`config.mk`:
```
export PLATFORM = sky130hd
export DESIGN_NAME = tcdm_starve_ctrl
export DESIGN_NICKNAME = d
export VERILOG_FILES = /design/src/rtl/tcdm_interconnect_pkg.sv /design/src/rtl/tcdm_rr_pick.sv /design/src/rtl/tcdm_starve_ctrl.sv
export SDC_FILE = /design/constraint.sdc
export NUM_CORES = 1
export LEC_CHECK = 0
export ABC_AREA = 1
export CAP_MARGIN = 10
export CORE_MARGIN = 2
export CORE_UTILIZATION = 30
export CTS_CLUSTER_DIAMETER = 50
export DETAILED_ROUTE_END_ITERATION = 6
export PLACE_DENSITY_LB_ADDON = 0.2
export SLEW_MARGIN = 20
export SYNTH_ARGS = -nofsm -noshare
export SYNTH_HDL_FRONTEND = slang
export SYNTH_SLANG_ARGS = --single-unit
```
`constraint.sdc`:
```
create_clock -name clk_i -period 4.9 [get_ports clk_i]
set_input_delay 1.225 -clock clk_i [delete_from_list [all_inputs] [get_ports clk_i]]
set_output_delay 1.225 -clock clk_i [all_outputs]
set_load 0.01 [all_outputs]
```
`src/rtl/tcdm_interconnect_pkg.sv`:
```
// ============================================================================
// Module : tcdm_interconnect_pkg
// Brief  : Shared types and helpers for the TCDM starvation controller.
// Rev    : 1.0
// ============================================================================
`default_nettype none

package tcdm_interconnect_pkg;

    typedef enum logic [1:0] {
        StIdle      = 2'd0,
        StBoostBank = 2'd1,
        StBoostAll  = 2'd2,
        StCool      = 2'd3
    } starve_state_e;

    // Bits needed to hold 'value'. Never returns less than one bit.
    function automatic int unsigned sat_width(input int unsigned value);
        return (value > 1) ? $clog2(value + 1) : 1;
    endfunction

endpackage

`default_nettype wire

```
`src/rtl/tcdm_rr_pick.sv`:
```
// ============================================================================
// Module : tcdm_rr_pick
// Brief  : Finds the first set bit at or after a pointer, wrapping around.
// Rev    : 1.0
// ============================================================================
`default_nettype none

module tcdm_rr_pick #(
    parameter int unsigned NUM_IN = 16,
    parameter int unsigned IDX_W  = $clog2(NUM_IN)
) (
    input  logic [NUM_IN-1:0] i_vec,
    input  logic [IDX_W-1:0]  i_ptr,
    output logic [IDX_W-1:0]  o_idx,
    output logic              o_valid
);

    logic [IDX_W-1:0] w_cand;
    logic [IDX_W-1:0] w_idx;
    logic             w_found;

    // NUM_IN is a power of two, so the pointer sum wraps by truncation.
    always_comb begin
        w_cand  = '0;
        w_idx   = '0;
        w_found = 1'b0;
        for (int i = 0; i < NUM_IN; i++) begin
            w_cand = i_ptr + IDX_W'(i);
            if (!w_found && i_vec[w_cand]) begin
                w_found = 1'b1;
                w_idx   = w_cand;
            end
        end
    end

    assign o_idx   = w_idx;
    assign o_valid = w_found;

endmodule

`default_nettype wire

```
`src/rtl/tcdm_starve_ctrl.sv`:
```
// ============================================================================
// Module : tcdm_starve_ctrl
// Brief  : Tracks denied cycles per master and boosts a starving master by
//          gating same-bank competitors, then all competitors.
// Rev    : 1.0
// ============================================================================
`default_nettype none

module tcdm_starve_ctrl
    import tcdm_interconnect_pkg::*;
#(
    parameter int unsigned NUM_IN        = 16,
    parameter int unsigned NUM_OUT       = 32,
    parameter int unsigned CNT_WIDTH     = 6,
    parameter int unsigned STARVE_THRESH = 32,
    parameter int unsigned BOOST_LIMIT   = 8,
    parameter int unsigned HOLD_CYCLES   = 4,
    parameter int unsigned ADD_WIDTH     = $clog2(NUM_OUT),
    parameter int unsigned IDX_WIDTH     = $clog2(NUM_IN)
) (
    input  logic                          clk_i,
    input  logic                          rst_i,
    input  logic                          en_i,
    input  logic [NUM_IN-1:0]             req_i,
    input  logic [NUM_IN*ADD_WIDTH-1:0]   add_i,
    input  logic [NUM_IN-1:0]             gnt_i,
    output logic [NUM_IN-1:0]             req_o,
    output logic [NUM_IN-1:0]             gnt_o,
    output logic                          boost_o,
    output logic                          boost_all_o,
    output logic [IDX_WIDTH-1:0]          boost_idx_o,
    output logic                          starve_evt_o
);

    localparam logic [CNT_WIDTH-1:0] c_CNT_MAX   = '1;
    localparam logic [CNT_WIDTH-1:0] c_THRESH    = CNT_WIDTH'(STARVE_THRESH);
    localparam int unsigned          c_ESC_W     = sat_width(BOOST_LIMIT - 1);
    localparam logic [c_ESC_W-1:0]   c_ESC_LAST  = c_ESC_W'(BOOST_LIMIT - 1);
    localparam int unsigned          c_HOLD_VAL  = (HOLD_CYCLES > 0) ? HOLD_CYCLES - 1 : 0;
    localparam int unsigned          c_HOLD_W    = sat_width(c_HOLD_VAL);
    localparam logic [c_HOLD_W-1:0]  c_HOLD_INIT = c_HOLD_W'(c_HOLD_VAL);

    if (STARVE_THRESH > (2 ** CNT_WIDTH) - 1) begin : g_chk_thresh
        $error("STARVE_THRESH exceeds counter range");
    end
    if (BOOST_LIMIT < 1) begin : g_chk_limit
        $error("BOOST_LIMIT must be at least 1");
    end
    if ((NUM_IN < 2) || ((NUM_IN & (NUM_IN - 1)) != 0)) begin : g_chk_num_in
        $error("NUM_IN must be a power of two, at least 2");
    end
    if ((NUM_OUT < 2) || ((NUM_OUT & (NUM_OUT - 1)) != 0)) begin : g_chk_num_out
        $error("NUM_OUT must be a power of two, at least 2");
    end

    starve_state_e           r_state, w_state_nxt;
    logic [CNT_WIDTH-1:0]    r_cnt [NUM_IN];
    logic [IDX_WIDTH-1:0]    r_idx, w_idx_nxt;
    logic [IDX_WIDTH-1:0]    r_ptr, w_ptr_nxt;
    logic [c_ESC_W-1:0]      r_esc, w_esc_nxt;
    logic [c_HOLD_W-1:0]     r_hold, w_hold_nxt;
    logic                    w_evt;
    logic [NUM_IN-1:0]       w_starving;
    logic [NUM_IN-1:0]       w_req_gate;
    logic [NUM_IN-1:0]       w_idx_onehot;
    logic [ADD_WIDTH-1:0]    w_idx_add;
    logic [IDX_WIDTH-1:0]    w_pick_idx;
    logic                    w_pick_valid;

    always_comb begin
        for (int k = 0; k < NUM_IN; k++) begin
            w_starving[k] = req_i[k] && (r_cnt[k] >= c_THRESH);
        end
    end

    tcdm_rr_pick #(
        .NUM_IN (NUM_IN),
        .IDX_W  (IDX_WIDTH)
    ) u_pick (
        .i_vec   (w_starving),
        .i_ptr   (r_ptr),
        .o_idx   (w_pick_idx),
        .o_valid (w_pick_valid)
    );

    assign w_idx_onehot = NUM_IN'(1) << r_idx;
    assign w_idx_add    = add_i[r_idx*ADD_WIDTH +: ADD_WIDTH];

    // The boosted master itself is never gated, so its grant can pass at once.
    always_comb begin
        w_req_gate = req_i;
        case (r_state)
            StBoostBank: begin
                for (int k = 0; k < NUM_IN; k++) begin
                    if ((IDX_WIDTH'(k) != r_idx) &&
                        (add_i[k*ADD_WIDTH +: ADD_WIDTH] == w_idx_add)) begin
                        w_req_gate[k] = 1'b0;
                    end
                end
            end
            StBoostAll: w_req_gate = req_i & w_idx_onehot;
            default:    w_req_gate = req_i;
        endcase
    end

    assign req_o        = w_req_gate;
    assign gnt_o        = gnt_i & w_req_gate;
    assign boost_o      = (r_state == StBoostBank) || (r_state == StBoostAll);
    assign boost_all_o  = (r_state == StBoostAll);
    assign boost_idx_o  = r_idx;
    assign starve_evt_o = w_evt && !rst_i;

    // A request gated here is still a denied cycle for its master.
    always_ff @(posedge clk_i) begin
        for (int k = 0; k < NUM_IN; k++) begin
            if (rst_i || !req_i[k] || gnt_o[k]) begin
                r_cnt[k] <= '0;
            end else if (r_cnt[k] != c_CNT_MAX) begin
                r_cnt[k] <= r_cnt[k] + 1'b1;
            end
        end
    end

    always_ff @(posedge clk_i) begin
        if (rst_i) begin
            r_state <= StIdle;
        end else begin
            r_state <= w_state_nxt;
        end
    end

    always_comb begin
        w_state_nxt = r_state;
        w_idx_nxt   = r_idx;
        w_ptr_nxt   = r_ptr;
        w_esc_nxt   = r_esc;
        w_hold_nxt  = r_hold;
        w_evt       = 1'b0;
        case (r_state)
            StIdle: begin
                w_esc_nxt = '0;
                if (en_i && w_pick_valid) begin
                    w_state_nxt = StBoostBank;
                    w_idx_nxt   = w_pick_idx;
                    w_evt       = 1'b1;
                end
            end
            StBoostBank, StBoostAll: begin
                if (!en_i || !req_i[r_idx]) begin
                    w_state_nxt = StIdle;
                end else if (gnt_o[r_idx]) begin
                    w_state_nxt = (HOLD_CYCLES == 0) ? StIdle : StCool;
                    w_hold_nxt  = c_HOLD_INIT;
                    w_ptr_nxt   = r_idx + 1'b1;
                end else if (r_state == StBoostBank) begin
                    if (r_esc == c_ESC_LAST) begin
                        w_state_nxt = StBoostAll;
                    end else begin
                        w_esc_nxt = r_esc + 1'b1;
                    end
                end
            end
            StCool: begin
                if (!en_i || (r_hold == '0)) begin
                    w_state_nxt = StIdle;
                end else begin
                    w_hold_nxt = r_hold - 1'b1;
                end
            end
            default: w_state_nxt = StIdle;
        endcase
    end

    always_ff @(posedge clk_i) begin
        if (rst_i) begin
            r_idx  <= '0;
            r_ptr  <= '0;
            r_esc  <= '0;
            r_hold <= '0;
        end else begin
            r_idx  <= w_idx_nxt;
            r_ptr  <= w_ptr_nxt;
            r_esc  <= w_esc_nxt;
            r_hold <= w_hold_nxt;
        end
    end

    a_boost_all_onehot: assert property (@(posedge clk_i) disable iff (rst_i)
        (r_state == StBoostAll) |-> ((req_o & ~w_idx_onehot) == '0));

    a_gnt_subset: assert property (@(posedge clk_i)
        ((gnt_o & ~req_o) == '0));

endmodule

`default_nettype wire
```
==> impl_results.md <==
- Status: finished clean
- Fill cell count: between 3000 and 4000
- Slowest CP cell: dlygate4sd2_1
- VDD IR max: 0.204 mV
- Synth warn: 0
- Final nets: ~2300
- Pleak: about 7.9 nW
- Synthesis-to-layout area growth: 37.4%
- DIE WIDTH: between 150 and 200 um
- Critical path depth: 18
- Post-route core utilization: between 40% and 50%
- #FFs+latches synth: 111
- # DRC: 0
- Data required time at the worst endpoint: between 3 and 4 ns
- Final hold violation count: 0
- Starting density of the core: a little under a third
- Antenna-violating nets left: 0
- Fraction of layout cells with a size suffix above 1: between 10% and 20%
- Mapped Cells: approximately 1800
- Reg power frac: between 10% and 20%
- Max layer used: met5
- Pint: approximately 3.6 mW
- CP Cell Sequence: dlygate4sd2_1 > nand2_1 > nand2_1 > nand3_1 > nand3_1 > nand3_1 > nand2_1 > inv_1 > nand4_1 > nor2_2 > nand4_1 > nor2_2 > nand4_1 > nor2_4 > nand4_1 > nand3_2 > nor2_2 > dlygate4sd2_1
- CTS Root Cell: clkbuf_16
- I/O pin count: between 150 and 200
- Port Buffers: 153
- MaxCap Viol Count: 0
- Worst hold path depth: 2
- Skew-Pair Late Insertion Delay: 0.38 ns
- Min Tclk post-route: between 4 and 5 ns
- Register area share after synthesis: 28.8%
- Final setup viols: 0
- HP Class: reg2reg
- Sw frac: 49.8%
- DR pass1 iterations: 6
- Worst setup margin: around 0.023 ns
- Final hold slack: 0.498 ns
- Slew margin rel.: between 40% and 50%
- Synthesized cell area: around 0.011 mm2
- F_max: around 0.21 GHz
- Syn nets: ~2000
- Max clock buf depth: 2
- DRT iter0 DRCs: between 1000 and 1500
- Metal-1 WL: about 20000 um
- Net Sw Power: approximately 3.6 mW
- R2R cell count: 27
- Power Total: roughly 7.2 mW
- Via count: 12400
- Hpwl dp: 32600 um
- Initial antenna violation count: 3
- CTS tree: built
- Pre-CTS setup slack: -0.424 ns
- Routability congestion estimate from global placement: 0.957
- Syn_area_per_cell: slightly above 6 um2
- Core area: around 0.036 mm2
- Part of the power in combinational logic: about three quarters
- Post-Layout Cell Count: between 2000 and 3000
- Largest net degree at the start of global routing: 55
- CTS HTree Levels: 3
- WP data arrival: around 3.7 ns
- Chip height: 196 um
- WL final: a little over 40000 um
- GRT Overall Usage: 21.5%
- WL met2: between 15000 and 20000 um
- DIE AREA: approximately 0.038 mm2
- Unique cell type count in the Yosys netlist: 42
- Final slew viol count: 0
- Crit end category: primary output
- CTS buffer count: 9
- Routed wire per std cell: approximately 16 um
- Met3 wire len: 2520 um
- Delay-heaviest family, CP: simple AND/OR/NAND/NOR gates
- Buf+Inv Stages, Crit Path: 3
- Worst-path clk slew: around 0.09 ns
- Most frequent cells in the layout: 554 x nand2_1, 246 x inv_1, 216 x nor2_1, 204 x buf_4, 188 x nand3_1
- Via-per-instance ratio: 4.79
- Worst-margin pin slew: approximately 0.79 ns
- Most frequent CP cell: nand4_1
- Vias in the first global route: roughly 12000
- Clock power frac: a little over a tenth
- CP Class: in2out
- Placed Instances: ~2500
- Hold Buf Count CTS: 0
- N_diodes: 0
- Crit path largest cell delay: approximately 0.33 ns
- Clock skew: approximately 0.016 ns
- RSZ-0062 raised after global routing: true
- # rows: 70
- Clk sink count: ~110
- CP Max Fanout: 6
- Pwr per Cell Area: 473 mW/mm2
- First-pass GRT wire length: between 60000 and 70000 um
- Startpoint types: input port
- Gr ovfl total: 0
- Crit share post-route: about 100%
- Most common cell after layout, fill and taps aside: nand2_1
[layer usage]
metal / global-route usage, % / up-vias
met2: 33.1 / 363
li1: - / 6334
met3: 3.20 / 57
met5: 0 / -
met1: 31.3 / 5620
met4: 5.56 / 6
[flip-flops by register name (all words and copies together) (netlist names)]
signal and flops:
r_cnt 96, boost_idx_o 4, r_ptr 4, r_esc 3, r_hold 2, r_state 2
[metrics by stage]
step | cell area, um2 | TNS, ns
2_1_floorplan | 11000 | 0
3_3_place_gp | 14300 | -6.39
3_5_place_dp | 14300 | -6.82
4_1_cts | 14800 | -0.121
5_1_grt | 15200 | -0.211
6_report | 15200 | 0
[worst paths after layout]
path / slack [ns] / end / from
max: 0.02 / starve_evt_o / req_i[8]
min: 0.50 / r_esc[1] / r_esc[1]
max reg2reg: 1.12 / r_state[0] / boost_idx_o[0]
min reg2reg: 0.50 / r_esc[1] / r_esc[1]
[timing repair]
action	in CTS	in global routing
pin swaps	17	46
setup buffers	13	8
resized for setup	99	124
cloned	0	1
setup endpoints to repair	33	28
[worst register-to-register path: stages (launching register included)]
cell and delay (ns):
dfxtp_2 0.37, buf_4 0.45, nand2_1 0.16, nand3_1 0.10, nand2_1 0.05, nand2_1 0.07, nand2_2 0.07, nor2_4 0.23
buf_12 0.15, buf_6 0.13, buf_4 0.12, o21ai_1 0.05, nor2_1 0.11, nand3_2 0.11, nand2_2 0.10, nand2_4 0.08
buf_4 0.14, nand3_2 0.06, buf_4 0.12, nand2_1 0.04, nand3_1 0.18, nand2_1 0.07, nand2_1 0.10, nand2_2 0.09
o21ai_4 0.27, o21ai_1 0.11, nor2_1 0.10, nor2_1 0.05
[cell type report]
type                       instances  area [um2]  share of cell area (%)
timing repair buffer             371        3340                    22.0
clock inverter                     7        81.3                   0.536
multi-input combinational       1356        6740                    44.5
clock buffer                       9         225                    1.49
tap                              468         586                    3.86
sequential                       111        3180                    21.0
inverter                         265        1000                    6.61
[power groups by stage]
stage | clock [mW] | sequential [mW] | combinational (mW)
5_1_grt | 0.835 | 1.16 | 5.78
4_1_cts | 0.806 | 1.14 | 4.89
3_5_place_dp | 0 | 1.17 | 4.59
3_3_place_gp | 0 | 1.16 | 4.58
6_report | 0.781 | 1.14 | 5.25
2_1_floorplan | 0 | 1.15 | 2.76
[cell families (layout without fill, tap and decap cells)]
kind of cell / count (synthesis) / in the layout / synth area share [%]
simple gates: 1147 / 1147 / 45.0
buf+inv: 316 / 652 / 12.1
compound gates: 137 / 137 / 6.70
flops: 111 / 111 / 28.8
fa+ha+maj: 44 / 44 / 4.99
xor+xnor: 28 / 28 / 2.36
[synth_stat cells]
cell / number / share of area [%]
xor2_1: 15 / 1.2
xor2_2: 2 / 0.29
nand2_2: 7 / 0.40
a22oi_1: 4 / 0.27
xnor2_1: 11 / 0.87
nor3b_1: 20 / 1.4
nor2_4: 6 / 0.61
a31oi_1: 9 / 0.51
o21ai_0: 60 / 2.7
buf_2: 19 / 0.86
or2_2: 22 / 1.2
nand3b_1: 4 / 0.27
a21oi_2: 1 / 0.079
nand2_1: 588 / 20
dfxtp_1: 15 / 2.7
inv_2: 6 / 0.20
o22ai_1: 2 / 0.11
nand3_1: 200 / 9.1
nand3_2: 9 / 0.82
o211ai_1: 1 / 0.068
buf_1: 4 / 0.14
a211oi_1: 1 / 0.068
inv_4: 1 / 0.057
buf_6: 9 / 0.92
a22o_1: 2 / 0.16
o21ai_4: 1 / 0.15
and3_1: 1 / 0.057
inv_1: 257 / 8.7
nor3_1: 15 / 0.68
o21ai_1: 15 / 0.68
clkbuf_1: 5 / 0.17
nor2_1: 228 / 7.8
and2_1: 1 / 0.057
nand4_1: 40 / 2.3
a21oi_1: 40 / 1.8
o21a_1: 1 / 0.068
inv_6: 1 / 0.079
edfxtp_1: 96 / 26
ha_1: 44 / 5.0
nand4_2: 1 / 0.11
buf_4: 14 / 0.95
nor2_2: 5 / 0.28
No activity file was read; power rests on OpenSTA's default activity.
